==> config.mk <==
export PLATFORM = sky130hd
export DESIGN_NAME = goomba_contact_detector_flat
export DESIGN_NICKNAME = d
export VERILOG_FILES = /design/src/rtl/mario_pkg.sv /design/src/rtl/goomba_contact_detector_if.sv /design/src/rtl/goomba_contact_detector_box_overlap.sv /design/src/rtl/goomba_contact_detector.sv /design/src/flat_wrapper.sv
export SDC_FILE = /design/constraint.sdc
export NUM_CORES = 1
export LEC_CHECK = 0
export ABC_AREA = 1
export BUFFER_PORTS_ARGS = -buffer_cell sky130_fd_sc_hd__buf_2
export CORE_MARGIN = 3
export CORE_UTILIZATION = 60
export CTS_BUF_LIST = sky130_fd_sc_hd__clkbuf_2 sky130_fd_sc_hd__clkbuf_4 sky130_fd_sc_hd__clkbuf_8
export CTS_CLUSTER_SIZE = 12
export DETAILED_ROUTE_END_ITERATION = 12
export GPL_TIMING_DRIVEN = 0
export PLACE_DENSITY = 0.82
export SLEW_MARGIN = 10
export SYNTH_ARGS = -nofsm -noshare
export SYNTH_HDL_FRONTEND = slang
export SYNTH_SLANG_ARGS = --single-unit
==> constraint.sdc <==
create_clock -name clk -period 5.5 [get_ports clk]
set_input_delay 1.1 -clock clk [delete_from_list [all_inputs] [get_ports clk]]
set_output_delay 1.1 -clock clk [all_outputs]
set_load 0.02 [all_outputs]
==> src/rtl/mario_pkg.sv <==
// Shared definitions for the Mario-world sprite blocks: coordinate widths,
// default sprite sizes and the contact detector's FSM encoding.
package mario_pkg;

  localparam int COORD_W = 11;
  localparam int EDGE_W  = COORD_W + 1;

  localparam int MARIO_W_DEF         = 16;
  localparam int MARIO_H_DEF         = 16;
  localparam int GOOMBA_W_DEF        = 16;
  localparam int GOOMBA_H_DEF        = 16;
  localparam int STOMP_MARGIN_DEF    = 4;
  localparam int COOLDOWN_FRAMES_DEF = 30;

  typedef logic [COORD_W-1:0] coord_t;
  typedef logic [EDGE_W-1:0]  edge_t;

  typedef enum logic [1:0] {
    ARMED    = 2'd0,
    COOLDOWN = 2'd1,
    DISABLED = 2'd2
  } det_state_e;

  typedef struct packed {
    coord_t mario_x;
    coord_t mario_y;
    logic   mario_falling;
    coord_t goomba_x;
    coord_t goomba_y;
    logic   goomba_live;
  } frame_sample_t;

  // Far edge of a box, one bit wider than a coordinate so it never wraps.
  function automatic edge_t far_edge(input coord_t pos, input int unsigned size);
    return edge_t'(pos) + edge_t'(size);
  endfunction

endpackage

==> src/rtl/goomba_contact_detector_if.sv <==
// Per-frame position inputs and impulse outputs of the Goomba contact detector.
interface goomba_contact_detector_if;
  import mario_pkg::*;

  logic   frame_tick;
  coord_t mario_x;
  coord_t mario_y;
  logic   mario_falling;
  coord_t goomba_w;
  coord_t goomba_h;
  logic   goomba_live;
  logic   press_impulse;
  logic   collapsion_impulse;
  logic   contact;
  logic   cooling;

  modport master (
    output frame_tick, mario_x, mario_y, mario_falling, goomba_w, goomba_h, goomba_live,
    input  press_impulse, collapsion_impulse, contact, cooling
  );

  modport slave (
    input  frame_tick, mario_x, mario_y, mario_falling, goomba_w, goomba_h, goomba_live,
    output press_impulse, collapsion_impulse, contact, cooling
  );

endinterface

==> src/rtl/goomba_contact_detector_box_overlap.sv <==
// Combinational box-vs-box test: strict overlap (touching edges do not count)
// plus a stomp flag when a falling box A lands within MARGIN of B's top edge.
module box_overlap
  import mario_pkg::*;
#(
  parameter int A_W    = MARIO_W_DEF,
  parameter int A_H    = MARIO_H_DEF,
  parameter int B_W    = GOOMBA_W_DEF,
  parameter int B_H    = GOOMBA_H_DEF,
  parameter int MARGIN = STOMP_MARGIN_DEF
) (
  input  coord_t a_x,
  input  coord_t a_y,
  input  coord_t b_x,
  input  coord_t b_y,
  input  logic   a_falling,
  output logic   overlap,
  output logic   stomp
);

  edge_t a_right;
  edge_t a_bottom;
  edge_t b_right;
  edge_t b_bottom;
  edge_t b_stomp_line;

  assign a_right      = far_edge(a_x, A_W);
  assign a_bottom     = far_edge(a_y, A_H);
  assign b_right      = far_edge(b_x, B_W);
  assign b_bottom     = far_edge(b_y, B_H);
  assign b_stomp_line = far_edge(b_y, MARGIN);

  assign overlap = (edge_t'(a_x) < b_right)  && (edge_t'(b_x) < a_right) &&
                   (edge_t'(a_y) < b_bottom) && (edge_t'(b_y) < a_bottom);

  assign stomp = overlap && a_falling && (a_bottom <= b_stomp_line);

endmodule

==> src/rtl/goomba_contact_detector.sv <==
// Per-frame Mario/Goomba contact classifier: sample, compare, then an
// arm/cooldown FSM that turns one contact into a single stomp or side impulse.
module goomba_contact_detector
  import mario_pkg::*;
#(
  parameter int MARIO_W         = MARIO_W_DEF,
  parameter int MARIO_H         = MARIO_H_DEF,
  parameter int GOOMBA_W        = GOOMBA_W_DEF,
  parameter int GOOMBA_H        = GOOMBA_H_DEF,
  parameter int STOMP_MARGIN    = STOMP_MARGIN_DEF,
  parameter int COOLDOWN_FRAMES = COOLDOWN_FRAMES_DEF
) (
  input logic clk,
  input logic rstn,
  goomba_contact_detector_if.slave bus
);

  localparam int CNT_W = (COOLDOWN_FRAMES < 1) ? 1 : $clog2(COOLDOWN_FRAMES + 1);
  localparam logic [CNT_W-1:0] CNT_LOAD = CNT_W'(COOLDOWN_FRAMES);
  localparam logic [CNT_W-1:0] CNT_ONE  = CNT_W'(1);

  frame_sample_t s1;
  logic          s1_valid;
  logic          cmp_overlap;
  logic          cmp_stomp;

  logic s2_valid;
  logic s2_overlap;
  logic s2_stomp;
  logic s2_live;

  det_state_e       state, state_nxt;
  logic [CNT_W-1:0] cnt, cnt_nxt;
  logic             press_q, press_nxt;
  logic             coll_q, coll_nxt;
  logic             contact_q;

  // NOTE: non-blocking assignments let every stage see the previous cycle's values.
  always_ff @(posedge clk or posedge rstn) begin
    if (rstn) begin
      s1_valid <= 1'b0;
      s1       <= '0;
    end else begin
      s1_valid <= bus.frame_tick;
      if (bus.frame_tick) begin
        s1 <= '{mario_x:       bus.mario_x,
                mario_y:       bus.mario_y,
                mario_falling: bus.mario_falling,
                goomba_x:      bus.goomba_w,
                goomba_y:      bus.goomba_h,
                goomba_live:   bus.goomba_live};
      end
    end
  end

  box_overlap #(
    .A_W    (MARIO_W),
    .A_H    (MARIO_H),
    .B_W    (GOOMBA_W),
    .B_H    (GOOMBA_H),
    .MARGIN (STOMP_MARGIN)
  ) u_box (
    .a_x       (s1.mario_x),
    .a_y       (s1.mario_y),
    .b_x       (s1.goomba_x),
    .b_y       (s1.goomba_y),
    .a_falling (s1.mario_falling),
    .overlap   (cmp_overlap),
    .stomp     (cmp_stomp)
  );

  always_ff @(posedge clk or posedge rstn) begin
    if (rstn) begin
      s2_valid   <= 1'b0;
      s2_overlap <= 1'b0;
      s2_stomp   <= 1'b0;
      s2_live    <= 1'b0;
    end else begin
      s2_valid   <= s1_valid;
      s2_overlap <= cmp_overlap;
      s2_stomp   <= cmp_stomp;
      s2_live    <= s1.goomba_live;
    end
  end

  // Cooldown counts frames as they leave the pipeline, so the frames that
  // were already in flight when the impulse fired are the ones it swallows.
  always_comb begin
    // NOTE: every comb output gets a default first so no path infers a latch.
    state_nxt = state;
    cnt_nxt   = cnt;
    press_nxt = 1'b0;
    coll_nxt  = 1'b0;
    if (s2_valid && !s2_live) begin
      state_nxt = DISABLED;
      cnt_nxt   = '0;
    end else begin
      case (state)
        ARMED: begin
          if (s2_valid && s2_overlap) begin
            press_nxt = s2_stomp;
            coll_nxt  = !s2_stomp;
            state_nxt = COOLDOWN;
            cnt_nxt   = CNT_LOAD;
          end
        end
        COOLDOWN: begin
          if (cnt == '0) begin
            state_nxt = ARMED;
          end else if (s2_valid) begin
            cnt_nxt = cnt - CNT_ONE;
            if (cnt == CNT_ONE) state_nxt = ARMED;
          end
        end
        DISABLED: begin
          if (s2_valid) begin
            state_nxt = ARMED;
            cnt_nxt   = '0;
          end
        end
        default: begin
          state_nxt = ARMED;
          cnt_nxt   = '0;
        end
      endcase
    end
  end

  always_ff @(posedge clk or posedge rstn) begin
    if (rstn) begin
      state     <= ARMED;
      cnt       <= '0;
      press_q   <= 1'b0;
      coll_q    <= 1'b0;
      contact_q <= 1'b0;
    end else begin
      state   <= state_nxt;
      cnt     <= cnt_nxt;
      press_q <= press_nxt;
      coll_q  <= coll_nxt;
      if (s2_valid) contact_q <= s2_overlap;
    end
  end

  assign bus.press_impulse      = press_q;
  assign bus.collapsion_impulse = coll_q;
  assign bus.contact            = contact_q;
  assign bus.cooling            = (state == COOLDOWN);

endmodule

==> src/flat_wrapper.sv <==
// flat-port wrapper written by rule: the top's interface ports become plain ports
module goomba_contact_detector_flat import mario_pkg::*;
#(
  parameter int MARIO_W         = MARIO_W_DEF,
  parameter int MARIO_H         = MARIO_H_DEF,
  parameter int GOOMBA_W        = GOOMBA_W_DEF,
  parameter int GOOMBA_H        = GOOMBA_H_DEF,
  parameter int STOMP_MARGIN    = STOMP_MARGIN_DEF,
  parameter int COOLDOWN_FRAMES = COOLDOWN_FRAMES_DEF
)
  (clk, rstn, bus_frame_tick, bus_mario_x, bus_mario_y, bus_mario_falling, bus_goomba_w, bus_goomba_h, bus_goomba_live, bus_press_impulse, bus_collapsion_impulse, bus_contact, bus_cooling);
  goomba_contact_detector_if bus_i ();
  input logic clk;
  input logic rstn;
  input wire logic [$bits(bus_i.frame_tick)-1:0] bus_frame_tick;
  input wire logic [$bits(bus_i.mario_x)-1:0] bus_mario_x;
  input wire logic [$bits(bus_i.mario_y)-1:0] bus_mario_y;
  input wire logic [$bits(bus_i.mario_falling)-1:0] bus_mario_falling;
  input wire logic [$bits(bus_i.goomba_w)-1:0] bus_goomba_w;
  input wire logic [$bits(bus_i.goomba_h)-1:0] bus_goomba_h;
  input wire logic [$bits(bus_i.goomba_live)-1:0] bus_goomba_live;
  output wire logic [$bits(bus_i.press_impulse)-1:0] bus_press_impulse;
  output wire logic [$bits(bus_i.collapsion_impulse)-1:0] bus_collapsion_impulse;
  output wire logic [$bits(bus_i.contact)-1:0] bus_contact;
  output wire logic [$bits(bus_i.cooling)-1:0] bus_cooling;
  assign bus_i.frame_tick = bus_frame_tick;
  assign bus_i.mario_x = bus_mario_x;
  assign bus_i.mario_y = bus_mario_y;
  assign bus_i.mario_falling = bus_mario_falling;
  assign bus_i.goomba_w = bus_goomba_w;
  assign bus_i.goomba_h = bus_goomba_h;
  assign bus_i.goomba_live = bus_goomba_live;
  assign bus_press_impulse = bus_i.press_impulse;
  assign bus_collapsion_impulse = bus_i.collapsion_impulse;
  assign bus_contact = bus_i.contact;
  assign bus_cooling = bus_i.cooling;
  goomba_contact_detector #(.MARIO_W(MARIO_W), .MARIO_H(MARIO_H), .GOOMBA_W(GOOMBA_W), .GOOMBA_H(GOOMBA_H), .STOMP_MARGIN(STOMP_MARGIN), .COOLDOWN_FRAMES(COOLDOWN_FRAMES)) u_core (.clk(clk), .rstn(rstn), .bus(bus_i));
endmodule
==> results of run 1 <==
final cells by class:
class	count	share of cell area
multi-input cells	377	0.4938
flip-flops and latches	61	0.3208
inverters	79	0.06285
repair buffers	52	0.05469
clock buffers	13	0.03366
well taps	93	0.02445
plain buffers	9	0.007626
clock inverters	2	0.002104
layer usage:
layer	share of wire	GRT usage
met1	0.47	0.3222
met2	0.47	0.3991
met3	0.053	0.03923
met4	0.014	0.07280
met5	0	0
kinds of logic (layout without fill, tap and decap cells):
family / Yosys count / after routing / share of synthesized area
AND/OR/NAND/NOR: 210 / 210 / 0.2120
multiplexers: 11 / 11 / 0.02913
XOR/XNOR: 23 / 23 / 0.04786
AO/OA/AOI/OAI: 75 / 75 / 0.09691
adder cells (fa/ha/maj): 58 / 58 / 0.1724
flip-flops: 61 / 61 / 0.3627
buffers and inverters: 88 / 155 / 0.07907
placed cells by master (no fill, tap or decap), types with 2 or more instances in the layout:
cell type,Yosys,routed
sky130_fd_sc_hd__mux2_2,10,10
sky130_fd_sc_hd__dfrtp_1,61,61
sky130_fd_sc_hd__ha_1,58,58
sky130_fd_sc_hd__nand3_1,18,18
sky130_fd_sc_hd__nand4_1,5,5
sky130_fd_sc_hd__clkbuf_1,6,6
sky130_fd_sc_hd__xor2_1,19,19
sky130_fd_sc_hd__a21oi_1,18,18
sky130_fd_sc_hd__nor2_2,3,3
sky130_fd_sc_hd__nor2_4,4,4
sky130_fd_sc_hd__inv_1,79,78
sky130_fd_sc_hd__clkbuf_8,0,10
sky130_fd_sc_hd__clkbuf_4,0,3
sky130_fd_sc_hd__nand2_2,6,6
sky130_fd_sc_hd__and3_1,2,2
sky130_fd_sc_hd__a21o_1,3,3
sky130_fd_sc_hd__o21ai_0,48,48
sky130_fd_sc_hd__nor3_1,4,4
sky130_fd_sc_hd__buf_2,2,54
sky130_fd_sc_hd__clkinv_2,0,2
sky130_fd_sc_hd__nand2_1,130,130
sky130_fd_sc_hd__xnor2_1,4,4
sky130_fd_sc_hd__nor2_1,36,36
worst paths after layout:
| path | cells past startpoint | from | endpoint | slack (ns) |
|---|---|---|---|---|
| worst min register to register | 0 | u_core.s1_valid | u_core.s2_valid | 0.37 |
| min in group asynchronous | 2 | rstn | u_core.s1[30] | 0.88 |
| worst max-delay path | 14 | u_core.s1[6] | u_core.s2_stomp | 3.05 |
| worst min-delay path | 0 | u_core.s1_valid | u_core.s2_valid | 0.37 |
| worst max register to register | 14 | u_core.s1[6] | u_core.s2_stomp | 3.05 |
| max in group asynchronous | 2 | rstn | u_core.s1[1] | 4.10 |
cell usage after synthesis:
cell type                    n
sky130_fd_sc_hd__a21boi_0    1
sky130_fd_sc_hd__a21o_1      3
sky130_fd_sc_hd__a21o_2      1
sky130_fd_sc_hd__a21oi_1    18
sky130_fd_sc_hd__and2_1      1
sky130_fd_sc_hd__and3_1      2
sky130_fd_sc_hd__buf_1       1
sky130_fd_sc_hd__buf_2       2
sky130_fd_sc_hd__clkbuf_1    6
sky130_fd_sc_hd__dfrtp_1    61
sky130_fd_sc_hd__ha_1       58
sky130_fd_sc_hd__inv_1      79
sky130_fd_sc_hd__mux2_2     10
sky130_fd_sc_hd__mux2i_1     1
sky130_fd_sc_hd__nand2_1   130
sky130_fd_sc_hd__nand2_2     6
sky130_fd_sc_hd__nand3_1    18
sky130_fd_sc_hd__nand3b_1    1
sky130_fd_sc_hd__nand4_1     5
sky130_fd_sc_hd__nor2_1     36
sky130_fd_sc_hd__nor2_2      3
sky130_fd_sc_hd__nor2_4      4
sky130_fd_sc_hd__nor3_1      4
sky130_fd_sc_hd__o21a_1      1
sky130_fd_sc_hd__o21ai_0    48
sky130_fd_sc_hd__o21ai_4     1
sky130_fd_sc_hd__o21bai_1    1
sky130_fd_sc_hd__o31ai_1     1
sky130_fd_sc_hd__xnor2_1     4
sky130_fd_sc_hd__xor2_1     19
state kept, by name (all words and copies together) (netlist names):
signal / count
u_core.s1: 46
u_core.cnt: 5
u_core.state: 2
u_core.bus.collapsion_impulse: 1
u_core.bus.contact: 1
u_core.bus.press_impulse: 1
u_core.s1_valid: 1
u_core.s2_live: 1
u_core.s2_overlap: 1
u_core.s2_stomp: 1
u_core.s2_valid: 1
power by group through the flow:
stage | clock network [mW] | logic (mW) | registers [mW]
5_1_grt | 0.379 | 0.460 | 0.561
3_3_place_gp | 0 | 0.375 | 0.556
2_1_floorplan | 0 | 0.296 | 0.549
3_5_place_dp | 0 | 0.395 | 0.559
4_1_cts | 0.358 | 0.399 | 0.551
6_report | 0.353 | 0.398 | 0.551
worst max-delay path, stage by stage, from the launching register on:
cell and delay (ns):
sky130_fd_sc_hd__dfrtp_1 0.42, sky130_fd_sc_hd__ha_1 0.24, sky130_fd_sc_hd__nand2_1 0.10, sky130_fd_sc_hd__nor3_1 0.24
sky130_fd_sc_hd__xor2_1 0.23, sky130_fd_sc_hd__nand2_1 0.06, sky130_fd_sc_hd__o21ai_0 0.08, sky130_fd_sc_hd__ha_1 0.27
sky130_fd_sc_hd__nand2_1 0.08, sky130_fd_sc_hd__nor2_1 0.05, sky130_fd_sc_hd__nor2_1 0.08, sky130_fd_sc_hd__nand2_1 0.05
sky130_fd_sc_hd__o21ai_0 0.27, sky130_fd_sc_hd__nand2_1 0.10, sky130_fd_sc_hd__nor2_2 0.10
==> flow_summary.json, run 1 <==
{
  "status": "finished, final reports clean",
  "setup_tns_ns": 0,
  "total_switching_power_uw": 452.5,
  "cts.reportedPaths.clkPinSlew_ns": 0.07,
  "regArea_um2": 1526,
  "final.period_utilization": 0.4458,
  "cp-start-kind": "flop",
  "cts_resized": 0,
  "port_buffers": 52,
  "timing.final.crit_period_ns": 2.452,
  "drt-vias-per-instance": 5.182,
  "clock_tree_from_tritoncts": "built",
  "netlist_area_um2": 4209,
  "multi_input_comb_area_um2": 2350,
  "cts_hold_buf": 0,
  "dieWidth_um": 89.76,
  "grt_first_pass_wirelength_um": 15900,
  "worst_hold_path_type": "flop to flop",
  "chipHeight_um": 89.76,
  "clock_skew_ns": 0.005362,
  "core_utilization_of_the_finished_layout": 0.7245,
  "seqPwrFrac": 0.423,
  "fin_nets": 696,
  "start_util": 0.6409,
  "timing.critical_path.to_type": "flop",
  "synth.area.top_cells": "sky130_fd_sc_hd__dfrtp_1 36%, sky130_fd_sc_hd__ha_1 17%, sky130_fd_sc_hd__nand2_1 12%",
  "avgSynthCellArea_um2": 8.002,
  "synth.lib_cells_used.distinct": 30,
  "worstPathMaxFanout": 4,
  "fillCellCount": 526,
  "synth-warning-count": 0,
  "timing.hold.ws_ns": 0.3652,
  "clock_power_share": 0.271,
  "final_hold_viol_count": 0,
  "post_layout_cell_count": 686,
  "slew-limit-headroom": 0.5031,
  "setup.worst_path.class": "flop to flop",
  "timing_worst_slew_pin_value_ns": 0.7454,
  "wl_per_cell_um": 13.34,
  "netlist.area_leader.share": 0.3627,
  "grt_max_degree": 62,
  "antenna_cells": 0,
  "p_per_area_nw_per_um2": 273.8,
  "clock_path_buffers": 2,
  "cts.root.buffer_cell": "sky130_fd_sc_hd__clkbuf_8",
  "number_of_antenna_violating_nets_in_the_routed_design": 0,
  "dr.pass1.iters": 5,
  "cts.htree.levels": 3,
  "drcViolationCount": 0,
  "postSynthNetCount": 633,
  "layout.cell_area.non_filler_um2": 4758,
  "syn2layout_area_growth_pct": 13.05,
  "dr_total_vias": 3555,
  "max_freq_ghz": 0.4079,
  "top_cell_type_by_total_area_after_synthesis": "sky130_fd_sc_hd__dfrtp_1",
  "tritoncts_num_sinks": 61,
  "place_congestion": 0.9133,
  "grt_antenna_before_repair": 0,
  "worst_ep_required_ns": 5.77,
  "num_rows": 29,
  "synthesis_stage_register_bit_count": 61,
  "post-cts-setup-buffers": 0,
  "hpwlAfterDp_um": 7140,
  "grt_pass1_vias": 3516,
  "slew_violations": 0,
  "final_layout_size_suffix_gt1_frac": 0.1602,
  "fin_ws_ns": 3.048,
  "post_synthesis_sequential_area_ratio": 0.3627,
  "comb_power_share": 0.306,
  "placed_cells": 671,
  "post_dp_cell_area_um2": 4588,
  "max_cap_viol_count": 0,
  "first_iter_violations": 146,
  "setup_viol": 0,
  "p_sw_frac": 0.3474,
  "arrival_ns": 2.72,
  "wirelength_um": 9148,
  "cts_made_buffers": 9,
  "insertion_delay_ns": 0.33,
  "total_power_mw": 1.303,
  "p_int_uw": 850.2,
  "dpl_worst_slack_ns": 3.112,
  "dieArea_um2": 8056,
  "power.ir.vdd_worst_mv": 0.1513,
  "post_synthesis_instance_total": 526,
  "p_leak_nw": 2.578,
  "placeable_core_area_um2": 6568,
  "design.portCount": 53,
  "globalRoute.totalOverflow": 0,
  "rsz_0062_raised_after_global_routing": "no",
  "grt_util_all_layers": 0.2396
}
Note: power is estimated with default switching activity, not from simulation.
==> run 2, diff against run 1 <==
--- a/config.mk
+++ b/config.mk
@@ -5,7 +5,7 @@
 export SDC_FILE = /design/constraint.sdc
 export NUM_CORES = 1
 export LEC_CHECK = 0
-export ABC_AREA = 1
+export ABC_AREA = 0
 export BUFFER_PORTS_ARGS = -buffer_cell sky130_fd_sc_hd__buf_2
 export CORE_MARGIN = 3
 export CORE_UTILIZATION = 60
==> constraint.sdc (replaced) <==
create_clock -name clk -period 2.4 [get_ports clk]
set_input_delay 0.48 -clock clk [delete_from_list [all_inputs] [get_ports clk]]
set_output_delay 0.48 -clock clk [all_outputs]
set_load 0.02 [all_outputs]
==> run 2 against run 1 <==
- utilization grew 2.1 points
- count of clock-buffer cells in the layout is the same
- global-route usage grew 1.1 points
- non-clock buffer count grew 15
- final cell count shrank 18%
- total power grew to 2.6 times the previous value
- clock power grew to 3.1 times the previous value
- sequential share of layout area shrank 0.13 points
- via count shrank 5.2%
- worst hold slack lost 0.19 ns
- critical endpoint unchanged
==> flow_summary.json, run 2 <==
{
  "synth.area.top_cells": "sky130_fd_sc_hd__dfrtp_1 38%, sky130_fd_sc_hd__ha_1 18%, sky130_fd_sc_hd__mux2_2 8.0%",
  "setup_viol": 0,
  "slew_violations": 0,
  "top_cell_type_by_total_area_after_synthesis": "sky130_fd_sc_hd__dfrtp_1",
  "cts.root.buffer_cell": "sky130_fd_sc_hd__clkbuf_8",
  "globalRoute.totalOverflow": 0,
  "max_freq_ghz": 0.4313,
  "dieWidth_um": 88.25,
  "synthesis_stage_register_bit_count": 61,
  "max_stage_delay_on_crit_path_ns": 0.39,
  "fin_nets": 590,
  "post_synthesis_instance_total": 406,
  "place_congestion": 1.005,
  "p_sw_frac": 0.3206,
  "slew-limit-headroom": 0.5426,
  "grt_first_pass_wirelength_um": 14970,
  "worstPathMaxFanout": 4,
  "grt_pass1_vias": 3279,
  "drcViolationCount": 0,
  "fillCellCount": 447,
  "start_util": 0.6284,
  "clock_power_share": 0.323,
  "yosys.cell_count.top_type": "sky130_fd_sc_hd__dfrtp_1",
  "number_of_antenna_violating_nets_in_the_routed_design": 0,
  "num_rows": 29,
  "clock_skew_ns": 0.007163,
  "post_layout_cell_count": 565,
  "largest_register_ff_count": 46,
  "p_leak_nw": 2.323,
  "total_switching_power_mw": 1.066,
  "cts_hold_buf": 0,
  "postSynthNetCount": 513,
  "grt_antenna_before_repair": 0,
  "status": "finished, final reports clean",
  "share_of_synthesized_flip_flops_with_an_asynchronous_set_or_reset": 1.000,
  "timing_worst_slew_pin_value_ns": 0.6861,
  "drt-vias-per-instance": 5.965,
  "chipHeight_um": 88.25,
  "critical_path.cell_chain": "and3_4 > nand3_1 > xor2_1 > ha_1 > a21o_1 > a21oi_1 > a31oi_1 > nor4_2 > o221ai_2 > a211oi_2",
  "regMostFlops": "u_core.s1",
  "max_cap_viol_count": 0,
  "total_power_mw": 3.325,
  "antenna_cells": 0,
  "tritoncts_num_sinks": 61,
  "arrival_ns": 2.58,
  "wirelength_um": 9513,
  "clock_path_buffers": 2,
  "placeable_core_area_um2": 6459,
  "dieArea_um2": 7788,
  "final_layout_size_suffix_gt1_frac": 0.2828,
  "cts.reportedPaths.clkPinSlew_ns": 0.07,
  "rr_worst_depth": 10,
  "synth_edf_count": 0,
  "worst_path_dominant_cell_family": "compound AO/OA/AOI/OAI gates",
  "grt_util_all_layers": 0.2507,
  "dr_total_vias": 3370,
  "top_regs": "u_core.s1 x46, u_core.cnt x5, u_core.state x2",
  "first_iter_violations": 223,
  "avgSynthCellArea_um2": 9.997,
  "final.period_utilization": 0.9662,
  "worst_hold_path_type": "primary input to asynchronous set/reset pin",
  "netlist.area_leader.share": 0.3761,
  "cp_num_buf_inv": 0,
  "met1_length_um": 3967,
  "cts_made_buffers": 9,
  "netlist_top_cells_count": "61 x sky130_fd_sc_hd__dfrtp_1, 58 x sky130_fd_sc_hd__ha_1, 38 x sky130_fd_sc_hd__inv_1, 34 x sky130_fd_sc_hd__nand2_1, 29 x sky130_fd_sc_hd__mux2_2",
  "crit_slowest_cell": "sky130_fd_sc_hd__dfrtp_1",
  "cp-start-kind": "flop",
  "wl_met3_um": 640,
  "p_per_area_nw_per_um2": 690.8,
  "top_signal_layer_used": "met4",
  "insertion_delay_ns": 0.35,
  "synth.lib_cells_used.distinct": 47,
  "port_buffers": 52,
  "wl_per_cell_um": 16.84,
  "reg2reg_slack_ns": 0.08,
  "met2_length_um": 4701,
  "netlist_area_um2": 4059,
  "grt_max_degree": 37,
  "hpwlAfterDp_um": 6652,
  "synth-warning-count": 0,
  "rr_startpoint": "u_core.s1[17]",
  "r2r_end": "u_core.s2_stomp",
  "placed_cells": 536,
  "layout_commonest_cell": "sky130_fd_sc_hd__ha_1",
  "seqPwrFrac": 0.392,
  "clock_tree_from_tritoncts": "built",
  "power.ir.vdd_worst_mv": 0.4861,
  "p_int_mw": 2.259,
  "worst_ep_required_ns": 2.66,
  "cts.htree.levels": 3,
  "syn2layout_area_growth_pct": 18.59,
  "synth_flop_cell": "sky130_fd_sc_hd__dfrtp_1",
  "dr.pass1.iters": 6,
  "post_synthesis_sequential_area_ratio": 0.3761,
  "final_hold_viol_count": 0,
  "timing.final.crit_period_ns": 2.319,
  "design.portCount": 53,
  "timing.critical_path.to_type": "flop",
  "setup.worst_path.class": "flop to flop",
  "layout_common_cells": "57 x sky130_fd_sc_hd__ha_1, 52 x sky130_fd_sc_hd__buf_2, 52 x sky130_fd_sc_hd__dfrtp_1, 37 x sky130_fd_sc_hd__inv_1, 34 x sky130_fd_sc_hd__nand2_1",
  "comb_power_share": 0.284
}
==> run 2: cell types whose count changed after synthesis, sizes merged, moves of 4 or more <==
cell / change
inv: -41
xnor2: +8
xor2: -4
nor2b: +4
mux2: +19
nand3: +4
nor2: -31
a31oi: +4
a211oi: +4
nand2: -102
nand4: +5
o21ai: -24
nand2b: +5
==> run 2: cell families (layout without fill, tap and decap cells) <==
kind of cell             Yosys count  after routing  share of synthesized area
flip-flops                        61             61                     0.3761
buffers and inverters             48            130                    0.04470
AO/OA/AOI/OAI                     80             80                     0.1285
AND/OR/NAND/NOR                  103            103                     0.1332
adder cells (fa/ha/maj)           58             58                     0.1788
XOR/XNOR                          27             27                    0.05826
multiplexers                      29             29                    0.08046
==> run 2: layer usage <==
metal | track usage | vias to the layer above
met2 | 0.4133 | 132
met1 | 0.3200 | 1617
li1 | - | 1598
met5 | 0 | -
met4 | 0.09478 | 0
met3 | 0.06145 | 23
==> run 2: layout make-up <==
class	count	area, um^2	area share
tap	77	96.34	0.02002
clock buffer	13	166.4	0.03457
buffer	10	46.29	0.009618
sequential	61	1538	0.3195
inverter	38	142.6	0.02963
clock inverter	3	67.56	0.01404
timing repair buffer	66	377.9	0.07850
multi-input combinational	297	2379	0.4942
==> run 2: timing repair <==
item,CTS,global route
hold endpoints to repair,0,0
gates resized for setup,6,16
pin swaps,0,9
gates cloned,0,0
setup endpoints to repair,2,2
setup buffers,3,10
==> run 2: worst max path at each step <==
stage               slack, ns  cells after the start         endpoint     startpoint
floorplan                0.22                     10  u_core.s2_stomp  u_core.s1[18]
global placement        -0.27                      2    u_core.s1[33]           rstn
detailed placement      -0.07                     10  u_core.s2_stomp  u_core.s1[18]
CTS                    0.0006                     10  u_core.s2_stomp  u_core.s1[16]
global route            -0.05                     10  u_core.s2_stomp  u_core.s1[16]
finish                   0.08                     10  u_core.s2_stomp  u_core.s1[17]
==> run 2: power groups by stage <==
stage | Combinational [mW] | Sequential [mW] | Clock [mW]
after floorplan | 0.654 | 1.28 | 0
after detailed placement | 0.868 | 1.31 | 0
after global routing | 1.06 | 1.32 | 1.14
final | 0.945 | 1.30 | 1.08
after global placement | 0.818 | 1.31 | 0
after CTS | 0.899 | 1.29 | 1.10
==> run 2: metrics by stage <==
stage	hold slack, ns	TNS (ns)	worst slack (ns)	cell area, um^2	utilization
final	0.1736	0	0.08116	4813	0.7453
after global routing	0.2084	-0.05281	-0.05254	4813	0.7453
after CTS	0.1724	0	0.0005509	4708	0.7290
after detailed placement	0.3355	-0.06901	-0.06901	4436	0.6867
after global placement	0.3438	-16.26	-0.2693	4415	0.6837
after floorplan	0.3312	0	0.2169	4059	-
==> run 2: worst reg2reg max path, delay by kind of cell, from the launching register on <==
family          cells  cell delay (ns)
simple gates        3             0.60
fa+ha+maj           1             0.32
xor+xnor            1             0.17
flops               1             0.39
compound gates      5             0.76
==> run 3, diff against run 2 <==
--- a/config.mk
+++ b/config.mk
@@ -14,7 +14,7 @@
 export DETAILED_ROUTE_END_ITERATION = 12
 export GPL_TIMING_DRIVEN = 0
 export PLACE_DENSITY = 0.82
-export SLEW_MARGIN = 10
+export SLEW_MARGIN = 40
 export SYNTH_ARGS = -nofsm -noshare
 export SYNTH_HDL_FRONTEND = slang
 export SYNTH_SLANG_ARGS = --single-unit
==> constraint.sdc (replaced) <==
create_clock -name clk -period 2.4 [get_ports clk]
set_input_delay 0.12 -clock clk [delete_from_list [all_inputs] [get_ports clk]]
set_output_delay 0.12 -clock clk [all_outputs]
set_load 0.02 [all_outputs]
==> run 3 against run 2 <==
- die area is the same
- via count grew 3.9%
- register-to-register slack lost 0.06 ns
- the flow now finishes with violations (negative hold slack)
- sequential share of layout area shrank 1.3 points
- worst setup slack lost 0.055 ns
- maximum frequency shrank 2.3%
- routed wire length grew 3.0%
- critical endpoint unchanged
==> flow_summary.json, run 3 (synthesis results as in run 2) <==
{
  "layout.cell_area.non_filler_um2": 5015,
  "crit_slowest_cell": "sky130_fd_sc_hd__dfrtp_1",
  "drt-vias-per-instance": 5.944,
  "timing.critical_path.to_type": "flop",
  "grt_antenna_before_repair": 0,
  "slew-limit-headroom": 0.5516,
  "num_rows": 29,
  "fillCellCount": 408,
  "worst_ep_required_ns": 2.66,
  "final.period_utilization": 0.9891,
  "wl_per_cell_um": 16.63,
  "cts.htree.levels": 3,
  "min_delay_path_depth": 3,
  "syn2layout_area_growth_pct": 23.55,
  "cts.root.buffer_cell": "sky130_fd_sc_hd__clkbuf_8",
  "globalRoute.totalOverflow": 0,
  "timing.hold.ws_ns": -0.005584,
  "arrival_ns": 2.63,
  "clock_skew_ns": 0.007789,
  "cts.reportedPaths.clkPinSlew_ns": 0.07,
  "comb_power_share": 0.304,
  "slew_violations": 0,
  "placed_cells": 536,
  "clock_path_buffers": 2,
  "max_stage_delay_on_crit_path_ns": 0.42,
  "cp_num_buf_inv": 1,
  "antenna_cells": 0,
  "placeable_core_area_um2": 6459,
  "total_switching_power_mw": 1.076,
  "fin_ws_ns": 0.02612,
  "r2r_end": "u_core.s2_stomp",
  "post_layout_cell_count": 589,
  "power.ir.vdd_worst_mv": 0.5431,
  "final_layout_size_suffix_gt1_frac": 0.2656,
  "fin_nets": 614,
  "p_leak_nw": 2.401,
  "grt_max_degree": 37,
  "dieWidth_um": 88.25,
  "timing_worst_slew_pin_value_ns": 0.6727,
  "hp-start": "bus_goomba_w[2]",
  "design.portCount": 53,
  "grt_first_pass_wirelength_um": 15580,
  "violations_in_the_final_reports": "negative hold slack",
  "p_per_area_nw_per_um2": 639.7,
  "chipHeight_um": 88.25,
  "layout_common_cells": "56 x sky130_fd_sc_hd__ha_1, 52 x sky130_fd_sc_hd__buf_2, 51 x sky130_fd_sc_hd__dfrtp_1, 37 x sky130_fd_sc_hd__inv_1, 34 x sky130_fd_sc_hd__nand2_1",
  "number_of_antenna_violating_nets_in_the_routed_design": 0,
  "wirelength_um": 9794,
  "clock_tree_from_tritoncts": "built",
  "cp-start-kind": "flop",
  "drcViolationCount": 0,
  "regMostFlops": "u_core.s1",
  "largest_register_ff_count": 46,
  "max_cap_viol_count": 0,
  "p_int_mw": 2.132,
  "dr.pass1.iters": 6,
  "reg2reg_slack_ns": 0.03,
  "max_freq_ghz": 0.4213,
  "status": "finished with violations",
  "critical_path.cell_chain": "and3_4 > buf_4 > xnor2_1 > ha_1 > nand4_1 > a21oi_1 > o31ai_1 > o41ai_1 > a211oi_2",
  "worstPathMaxFanout": 4,
  "grt_pass1_vias": 3424,
  "start_util": 0.6284,
  "rr_worst_depth": 9,
  "timing.final.crit_period_ns": 2.374,
  "first_iter_violations": 208,
  "hpwlAfterDp_um": 6623,
  "worst_hold_path_type": "primary input to flop",
  "post_dp_cell_area_um2": 4438,
  "seqPwrFrac": 0.406,
  "insertion_delay_ns": 0.35,
  "port_buffers": 52,
  "clock_power_share": 0.289,
  "rr_startpoint": "u_core.s1[17]",
  "setup.worst_path.class": "flop to flop",
  "dpl_worst_slack_ns": -0.06928,
  "p_sw_frac": 0.3353,
  "worst_hold_path.endpoint": "u_core.s1[14]",
  "tritoncts_num_sinks": 61,
  "top_regs": "u_core.s1 x46, u_core.cnt x5, u_core.state x2",
  "setup_viol": 0,
  "cts_made_buffers": 9,
  "core_utilization_of_the_finished_layout": 0.7764,
  "dieArea_um2": 7788,
  "final_hold_viol_count": 2,
  "layout_commonest_cell": "sky130_fd_sc_hd__ha_1",
  "dr_total_vias": 3501,
  "grt_util_all_layers": 0.2605,
  "place_congestion": 1.005,
  "worst_path_dominant_cell_family": "compound AO/OA/AOI/OAI gates"
}
[run 3: layer usage]
metal	routed length, um	track usage
met1	4156	0.3347
met3	527	0.05400
met5	0	0
met4	246	0.1044
met2	4864	0.4310
[run 3: worst max-delay path by stage]
stage,end,cells after the start,slack [ns],from
after floorplan,u_core.s2_stomp,10,0.22,u_core.s1[18]
after global placement,u_core.s2_stomp,10,-0.02,u_core.s1[18]
after detailed placement,u_core.s2_stomp,10,-0.07,u_core.s1[18]
after CTS,u_core.s2_stomp,13,0.003,u_core.s1[7]
after global routing,u_core.s2_stomp,10,-0.05,u_core.s1[17]
final,u_core.s2_stomp,9,0.03,u_core.s1[17]
[run 3: repair_timing]
action                                  4_1_cts  5_1_grt
endpoints found under the setup margin        2        2
hold buffers                                 25        1
pin swaps                                     0        7
resized for setup                             2       19
hold endpoints to repair                     49        1
setup buffers                                 1       10
[run 3: power groups by stage]
stage,combinational [mW],clock [mW],sequential [mW]
2_1_floorplan,0.654,0,1.28
3_3_place_gp,0.818,0,1.31
3_5_place_dp,0.869,0,1.31
4_1_cts,0.920,0.934,1.29
5_1_grt,1.10,0.987,1.32
6_report,0.976,0.928,1.30
[run 3: worst min-delay path, cell delays in order]
cell and delay, ns:
sky130_fd_sc_hd__buf_2 0.08, sky130_fd_sc_hd__nand2_1 0.05, sky130_fd_sc_hd__o21ai_0 0.06
[run 3: area by class of cell]
type	count	area [um^2]	area share
buffer	10	46.29	0.009232
clock buffer	12	146.4	0.02919
clock inverter	4	48.80	0.009731
inverter	38	145.1	0.02894
multi-input combinational	297	2370	0.4726
sequential	61	1539	0.3069
tap	77	96.34	0.01921
timing repair buffer	90	623.1	0.1243
[run 3: per-stage QoR]
stage          total power [mW]   TNS, ns
5_1_grt                   3.406  -0.05234
6_report                  3.208         0
2_1_floorplan             1.932         0
3_5_place_dp              2.182  -0.06928
4_1_cts                   3.147         0
3_3_place_gp              2.124  -0.02057
